**src/rtl/piso_sender.sv**
```systemverilog
// Parallel-in / serial-out frame sender: accepts one WIDTH-bit word per handshake,
// shifts it out on d one bit per cycle (stallable by hold), then emits a one-cycle gap with done.
module piso_sender #(
  parameter int   WIDTH      = 8,
  parameter bit   MSB_FIRST  = 1'b1,
  parameter logic IDLE_LEVEL = 1'b0
) (
  input  logic             clk,
  input  logic             rst_n,
  input  logic             load_valid,
  input  logic [WIDTH-1:0] data_in,
  output logic             load_ready,
  input  logic             hold,
  output logic             d,
  output logic             busy,
  output logic             done
);

  localparam int             CW   = (WIDTH > 1) ? $clog2(WIDTH) : 1;
  localparam logic [CW-1:0]  LAST = CW'(WIDTH - 1);

  typedef enum logic [1:0] {
    IDLE,
    SHIFT,
    GAP
  } state_t;

  state_t           state;
  logic [WIDTH-1:0] shreg;
  logic [CW-1:0]    cnt;
  logic [WIDTH-1:0] shifted;

  // The bit currently on d always sits at the head of shreg.
  function automatic logic head_bit(input logic [WIDTH-1:0] w);
    return MSB_FIRST ? w[WIDTH-1] : w[0];
  endfunction

  // NOTE: every signal assigned in always_comb gets a default first so no latch is inferred.
  always_comb begin
    shifted = shreg;
    if (MSB_FIRST) shifted = {shreg[WIDTH-2:0], 1'b0};
    else           shifted = {1'b0, shreg[WIDTH-1:1]};
  end

  // NOTE: sequential state uses non-blocking assignments so all flops update together at the edge.
  always_ff @(posedge clk or negedge rst_n) begin
    if (!rst_n) begin
      // NOTE: the shift register is a plain register, not a memory, so it is reset along with the rest.
      state      <= IDLE;
      shreg      <= '0;
      cnt        <= '0;
      d          <= IDLE_LEVEL;
      busy       <= 1'b0;
      done       <= 1'b0;
      load_ready <= 1'b1;
    end else begin
      case (state)
        IDLE: begin
          done <= 1'b0;
          if (load_valid) begin
            shreg      <= data_in;
            cnt        <= '0;
            d          <= head_bit(data_in);
            busy       <= 1'b1;
            load_ready <= 1'b0;
            state      <= SHIFT;
          end
        end
        SHIFT: begin
          if (!hold) begin
            if (cnt == LAST) begin
              d     <= IDLE_LEVEL;
              done  <= 1'b1;
              state <= GAP;
            end else begin
              cnt   <= cnt + 1'b1;
              shreg <= shifted;
              d     <= head_bit(shifted);
            end
          end
        end
        GAP: begin
          done       <= 1'b0;
          busy       <= 1'b0;
          load_ready <= 1'b1;
          state      <= IDLE;
        end
        default: begin
          d          <= IDLE_LEVEL;
          done       <= 1'b0;
          busy       <= 1'b0;
          load_ready <= 1'b1;
          state      <= IDLE;
        end
      endcase
    end
  end

endmodule

```
**config.mk**
```make
export PLATFORM = sky130hd
export DESIGN_NAME = piso_sender
export DESIGN_NICKNAME = d
export VERILOG_FILES = /design/src/rtl/piso_sender.sv
export SDC_FILE = /design/constraint.sdc
export NUM_CORES = 1
export LEC_CHECK = 0
export ABC_AREA = 0
export CORE_UTILIZATION = 50
export DETAILED_ROUTE_END_ITERATION = 8
export HOLD_SLACK_MARGIN = 0.03
export PLACE_DENSITY = 0.74
export SKIP_CTS_REPAIR_TIMING = 1
export SLEW_MARGIN = 20
export SYNTH_ARGS = -nofsm -noshare
export SYNTH_HDL_FRONTEND = slang
export SYNTH_SLANG_ARGS = --single-unit
```
**constraint.sdc**
```tcl
create_clock -name clk -period 3.9 [get_ports clk]
set_input_delay 0.78 -clock clk [delete_from_list [all_inputs] [get_ports clk]]
set_output_delay 0.78 -clock clk [all_outputs]
set_load 0.01 [all_outputs]
```
==> impl_metrics.tcl, run 1 <==
set metrics [dict create \
    cpLargestDelayFamily "flip-flops" \
    nets 92 \
    die_x_um 41.8 \
    synth_edf_count 0 \
    synth.distinct_cells 19 \
    p_per_area_nw_per_um2 651 \
    worstSkewPairLatency_ns 0.30 \
    grt_antenna_before_repair 0 \
    grt_max_degree 17 \
    avgSynthCellArea_um2 13.2 \
    drive_gt1_share_pct 24.7 \
    power.total_w 0.000640 \
    synth_async_sr_flop_share_pct 100 \
    min_path_cells 1 \
    seq_area_frac_synth_pct 50.8 \
    path_buf_inv 1 \
    grt_pass1_vias 520 \
    htree_levels 1 \
    hold_slack_ns 0.496 \
    yosysMostFrequentCell "dfrtp_1" \
    required_ns 3.12 \
    cts_tree "yes" \
    cts.clk_slew.worst_paths_ns 0.10 \
    critical_path_depth 1 \
    grt_overflow 0 \
    finalWirelength_um 1260 \
    root_buffer "clkbuf_4" \
    stdcell_area_um2 983 \
    switching_share_pct 29.6 \
    leakagePower_nw 0.491 \
    synth_area_um2 791 \
    wire_per_inst_um 13.7 \
    syn_inst 60 \
    hpwl_um 913 \
    cts_sinks 16 \
    place_congestion 0.684 \
    post_dp_cell_area_um2 947 \
    numCtsBuffers 3 \
    reg2regPathDepth 5 \
    finalHoldViolCount 0 \
    peakVddDrop_v 0.000404 \
    num_antenna_cells 0 \
    rsz0062_at_grt "no" \
    drtIter0Drc 5 \
    first_pass_iters 3 \
    worst_path_max_delay_cell "dfstp_2" \
    crit_fanout 2 \
    ys_top_cells_by_area "dfrtp_1 (47%), mux2_4 (19%), mux2i_1 (6.3%), dfstp_2 (3.3%), ha_1 (3.2%)" \
    ys_warn_count 0 \
    finalCritPeriodShare_pct 55.0 \
    p_seq_share_pct 41.9 \
    setup_viol 0 \
    drc_errors 0 \
    yosys.area.top_type_share_pct 47.5 \
    track_usage_pct 17.8 \
    clock_skew_ns 0.00473 \
    port_buffers 15 \
    p_clk_share_pct 17.9 \
    combPwrFrac_pct 40.3 \
    yosysTopAreaCell "dfrtp_1" \
    worstSetupPathType "flip-flop to output pin" \
    clockBufferDepth 2 \
    hp-class "flip-flop to flip-flop" \
    period_minus_slack_ns 2.14 \
    status "finished, final reports clean" \
    num_io_pins 16 \
    cpPeakStageDelay_ns 0.54 \
    cp.arrival_ns 1.36 \
    tightest_slew_ns 0.713 \
    die_y_um 41.8 \
    dieArea_um2 1740 \
    tns_ns 0 \
    start_util_pct 57.2 \
    via_per_inst 5.37 \
    synth_seq_cells 16 \
    start_kind "flip-flop" \
    intPower_w 0.000450 \
    cap_violations 0 \
    maxSlewViolCount 0 \
    clock.fmax_mhz 466 \
    synth_top_flop_cell "dfrtp_1" \
    antenna_left 0 \
    core_um2 1380 \
    grt_first_pass_wirelength_um 2200 \
    synthTopCellsByCount "dfrtp_1 (15), mux2_4 (10), inv_1 (5), mux2i_1 (5), nand2_1 (4)" \
    max-slew-margin-rel_pct 52.2 \
    area_delta_synth_final_pct 24.4 \
    via_count 494 \
    syn-num-nets 74 \
    switching_power_w 0.000189 \
    rows 13 \
    cp_cell_sequence "clkdlybuf4s50_1" \
    worstSetupEndpointType "output pin" \
]
## metal layers
| layer | track usage, % | vias up | share of wire [%] |
|---|---|---|---|
| met5 | 0 | - | 0 |
| met4 | 5.81 | 0 | 1.3 |
| met3 | 8.70 | 2 | 6.1 |
| met2 | 30.6 | 16 | 48 |
| met1 | 18.9 | 237 | 44 |
| li1 | - | 239 | - |
## logic make-up (layout without fill, tap and decap cells)
kind of cell | after synthesis | count (layout) | share of synthesized area, %
AND/OR/NAND/NOR | 11 | 11 | 7.12
adder cells (fa/ha/maj) | 2 | 2 | 3.16
multiplexers | 17 | 17 | 28.2
buffers and inverters | 7 | 24 | 4.75
AO/OA/AOI/OAI | 7 | 7 | 6.01
flip-flops | 16 | 16 | 50.8
## cell type report
type | count | area [um^2]
Sequential cell | 16 | 402
Fill cell | 99 | 399
Multi-Input combinational cell | 37 | 358
Timing Repair Buffer | 15 | 150
Clock buffer | 4 | 36.3
Inverter | 5 | 18.8
Tap cell | 15 | 18.8
## worst paths after layout
kind,slack [ns],startpoint,endpoint
worst max register to register,1.97,cnt[0]$_DFFE_PN0P_,shreg[4]$_DFFE_PN0P_
worst min register to register,0.50,cnt[0]$_DFFE_PN0P_,cnt[0]$_DFFE_PN0P_
worst min-delay path,0.50,cnt[0]$_DFFE_PN0P_,cnt[0]$_DFFE_PN0P_
max in group asynchronous,2.57,rst_n,shreg[1]$_DFFE_PN0P_
worst max-delay path,1.76,load_ready$_DFFE_PN1P_,load_ready
min in group asynchronous,0.89,rst_n,state[1]$_DFFE_PN0P_
## per-stage QoR
stage | cells | utilization, % | setup WS (ns)
6_report | 92 | 71.1 | 1.76
2_1_floorplan | 60 | - | 2.19
4_1_cts | 92 | 71.1 | 1.75
3_5_place_dp | 88 | 68.5 | 1.44
3_3_place_gp | 88 | 68.1 | 1.07
5_1_grt | 92 | 71.1 | 1.67
## placed cells by master, fill, tap and decap left out
cell,synthesis,layout
a21oi_1,2,2
a22oi_1,1,1
dfstp_2,1,1
mux2_4,10,10
clkbuf_8,0,1
a21o_1,2,2
and3_1,1,1
nor2b_2,1,1
inv_1,5,5
clkbuf_4,0,3
mux2_2,2,2
o22ai_1,1,1
clkdlybuf4s50_1,0,15
dfrtp_1,15,15
o2bb2ai_2,0,1
mux2i_1,5,5
nor2_1,2,2
ha_1,2,2
nand2_1,4,4
nand2b_1,3,3
## state kept, by name, summed over array words and instances, names as in the netlist
register and cells:
busy 1, shreg 7, done 1, state 2, cnt 3, load_ready 1, d 1
## power by group through the flow
| stage | sequential (W) | combinational [W] | clock, W |
|---|---|---|---|
| 4_1_cts | 0.000268 | 0.000262 | 0.000118 |
| 5_1_grt | 0.000277 | 0.000279 | 0.000124 |
| 3_5_place_dp | 0.000270 | 0.000261 | 0 |
| 3_3_place_gp | 0.000268 | 0.000253 | 0 |
| 2_1_floorplan | 0.000264 | 0.000209 | 0 |
| 6_report | 0.000268 | 0.000258 | 0.000114 |
No activity file was read; power rests on OpenSTA's default activity.
==> run 2: changes to the inputs <==
--- a/config.mk
+++ b/config.mk
@@ -6,10 +6,10 @@
 export NUM_CORES = 1
 export LEC_CHECK = 0
 export ABC_AREA = 0
-export CORE_UTILIZATION = 50
+export CORE_UTILIZATION = 48
 export DETAILED_ROUTE_END_ITERATION = 8
 export HOLD_SLACK_MARGIN = 0.03
-export PLACE_DENSITY = 0.74
+export PLACE_DENSITY = 0.71
 export SKIP_CTS_REPAIR_TIMING = 1
 export SLEW_MARGIN = 20
 export SYNTH_ARGS = -nofsm -noshare
==> constraint.sdc (replaced) <==
create_clock -name clk -period 2 [get_ports clk]
set_input_delay 0.4 -clock clk [delete_from_list [all_inputs] [get_ports clk]]
set_output_delay 0.4 -clock clk [all_outputs]
set_load 0.01 [all_outputs]
==> impl_metrics.tcl, run 2 (synthesis results as in run 1) <==
set metrics [dict create \
    fin_cells 97 \
    cpPeakStageDelay_ns 0.42 \
    hpwl_um 951 \
    dp.cells 93 \
    leakagePower_nw 0.509 \
    die_y_um 42.6 \
    tightest_slew_ns 0.318 \
    core_um2 1520 \
    start_util_pct 51.9 \
    hp-class "input port to async pin" \
    drc_errors 0 \
    finalHoldViolCount 0 \
    rsz0062_at_grt "no" \
    max-slew-margin-rel_pct 78.7 \
    reg2regPathDepth 6 \
    worstSetupEndpointType "flip-flop" \
    finalWirelength_um 1270 \
    tns_ns 0 \
    via_per_inst 5.27 \
    clockBufferDepth 2 \
    dieArea_um2 1810 \
    critical_path_depth 6 \
    grt_max_degree 17 \
    critPathMostFrequentCell "ha_1" \
    largest_register_ff_count 7 \
    grt_first_pass_wirelength_um 2270 \
    via_count 511 \
    power.total_w 0.00127 \
    p_per_area_nw_per_um2 1260 \
    start_kind "flip-flop" \
    cp_cell_sequence "ha_1 -> ha_1 -> nor2_1 -> o2bb2ai_1 -> buf_4 -> mux2_2" \
    root_buffer "clkbuf_4" \
    wire_per_inst_um 13.1 \
    clock_skew_ns 0.00151 \
    reg2reg_from "cnt[0]$_DFFE_PN0P_" \
    htree_levels 1 \
    worstSkewPairLatency_ns 0.28 \
    reg_top3 "shreg (7), cnt (3), state (2)" \
    largest-register "shreg" \
    grt_antenna_before_repair 0 \
    r2r_end "shreg[4]$_DFFE_PN0P_" \
    post-route-util_pct 66.2 \
    antenna_left 0 \
    setup_viol 0 \
    nets 96 \
    status "finished, final reports clean" \
    grt_overflow 0 \
    finalCritPeriodShare_pct 93.1 \
    worst_path_max_delay_cell "dfrtp_1" \
    cts.clk_slew.worst_paths_ns 0.10 \
    num_io_pins 16 \
    cts_sinks 16 \
    fillers 116 \
    maxSlewViolCount 0 \
    drtIter0Drc 2 \
    peakVddDrop_v 0.000584 \
    track_usage_pct 17.0 \
    cts_tree "yes" \
    setup_ws_ns 0.137 \
    required_ns 2.18 \
    num_antenna_cells 0 \
    path_buf_inv 1 \
    rows 14 \
    reg2reg_slack_ns 0.14 \
    place_congestion 0.692 \
    dp_slack_ns 0.0979 \
    area_delta_synth_final_pct 27.5 \
    clock.fmax_mhz 537 \
    first_pass_iters 2 \
    cap_violations 0 \
    port_buffers 15 \
    cpLargestDelayFamily "flip-flops" \
    worstSetupPathType "flip-flop to flip-flop" \
    grt_pass1_vias 509 \
    cp.arrival_ns 2.04 \
    crit_fanout 11 \
    layout_common_cells "dfrtp_1 (15), clkdlybuf4s50_1 (15), mux2_4 (10)" \
    drive_gt1_share_pct 27.2 \
    period_minus_slack_ns 1.86 \
    die_x_um 42.6 \
    numCtsBuffers 3 \
]
[run 2: metal layers]
metal / track usage (%) / routed length, um / vias to the layer above
met2: 24.9 / 579 / 11
met4: 9.38 / 14 / 0
met5: 0 / 0 / -
met1: 23.7 / 639 / 252
met3: 3.02 / 40 / 2
li1: - / - / 246
[run 2: where the power goes]
group | switching (W) | internal [W] | total (W)
Sequential | 0.0000739 | 0.000448 | 0.000522
Clock | 0.000107 | 0.000111 | 0.000217
Combinational | 0.000187 | 0.000342 | 0.000529
[run 2: worst max path at each step]
stage | from | endpoint | slack (ns)
2_1_floorplan | cnt[0]$_DFFE_PN0P_ | shreg[1]$_DFFE_PN0P_ | 0.29
3_3_place_gp | hold | shreg[4]$_DFFE_PN0P_ | 0.14
3_5_place_dp | hold | shreg[4]$_DFFE_PN0P_ | 0.1
4_1_cts | cnt[0]$_DFFE_PN0P_ | shreg[4]$_DFFE_PN0P_ | 0.14
5_1_grt | cnt[0]$_DFFE_PN0P_ | shreg[4]$_DFFE_PN0P_ | 0.04
6_report | cnt[0]$_DFFE_PN0P_ | shreg[4]$_DFFE_PN0P_ | 0.14
[run 2: final cells by class]
cell class / count / area, um^2 / area share (%)
Inverter: 5 / 18.8 / 1.86
Sequential cell: 16 / 402 / 39.8
Clock buffer: 4 / 36.3 / 3.60
Tap cell: 16 / 20.0 / 1.99
Multi-Input combinational cell: 37 / 352 / 34.9
Timing Repair Buffer: 19 / 180 / 17.9
[run 2: worst register-to-register path: stages, from the launching register on]
cell and delay [ns]:
dfrtp_1 0.42, ha_1 0.21, ha_1 0.21, nor2_1 0.20
o2bb2ai_1 0.13, buf_4 0.23, mux2_2 0.36
[run 2: stage by stage]
stage / area [um^2] / hold slack (ns)
finish: 1010 / 0.419
global route: 1010 / 0.442
CTS: 1010 / 0.422
detailed placement: 972 / 0.482
global placement: 972 / 0.475
floorplan: 791 / 0.104
==> run 3: changes to the inputs <==
--- a/config.mk
+++ b/config.mk
@@ -6,6 +6,7 @@
 export NUM_CORES = 1
 export LEC_CHECK = 0
 export ABC_AREA = 0
+export CAP_MARGIN = 15
 export CORE_UTILIZATION = 48
 export DETAILED_ROUTE_END_ITERATION = 8
 export HOLD_SLACK_MARGIN = 0.03
==> results of run 3 <==
No change in the layout: final DEF, timing and power equal those of run 2.
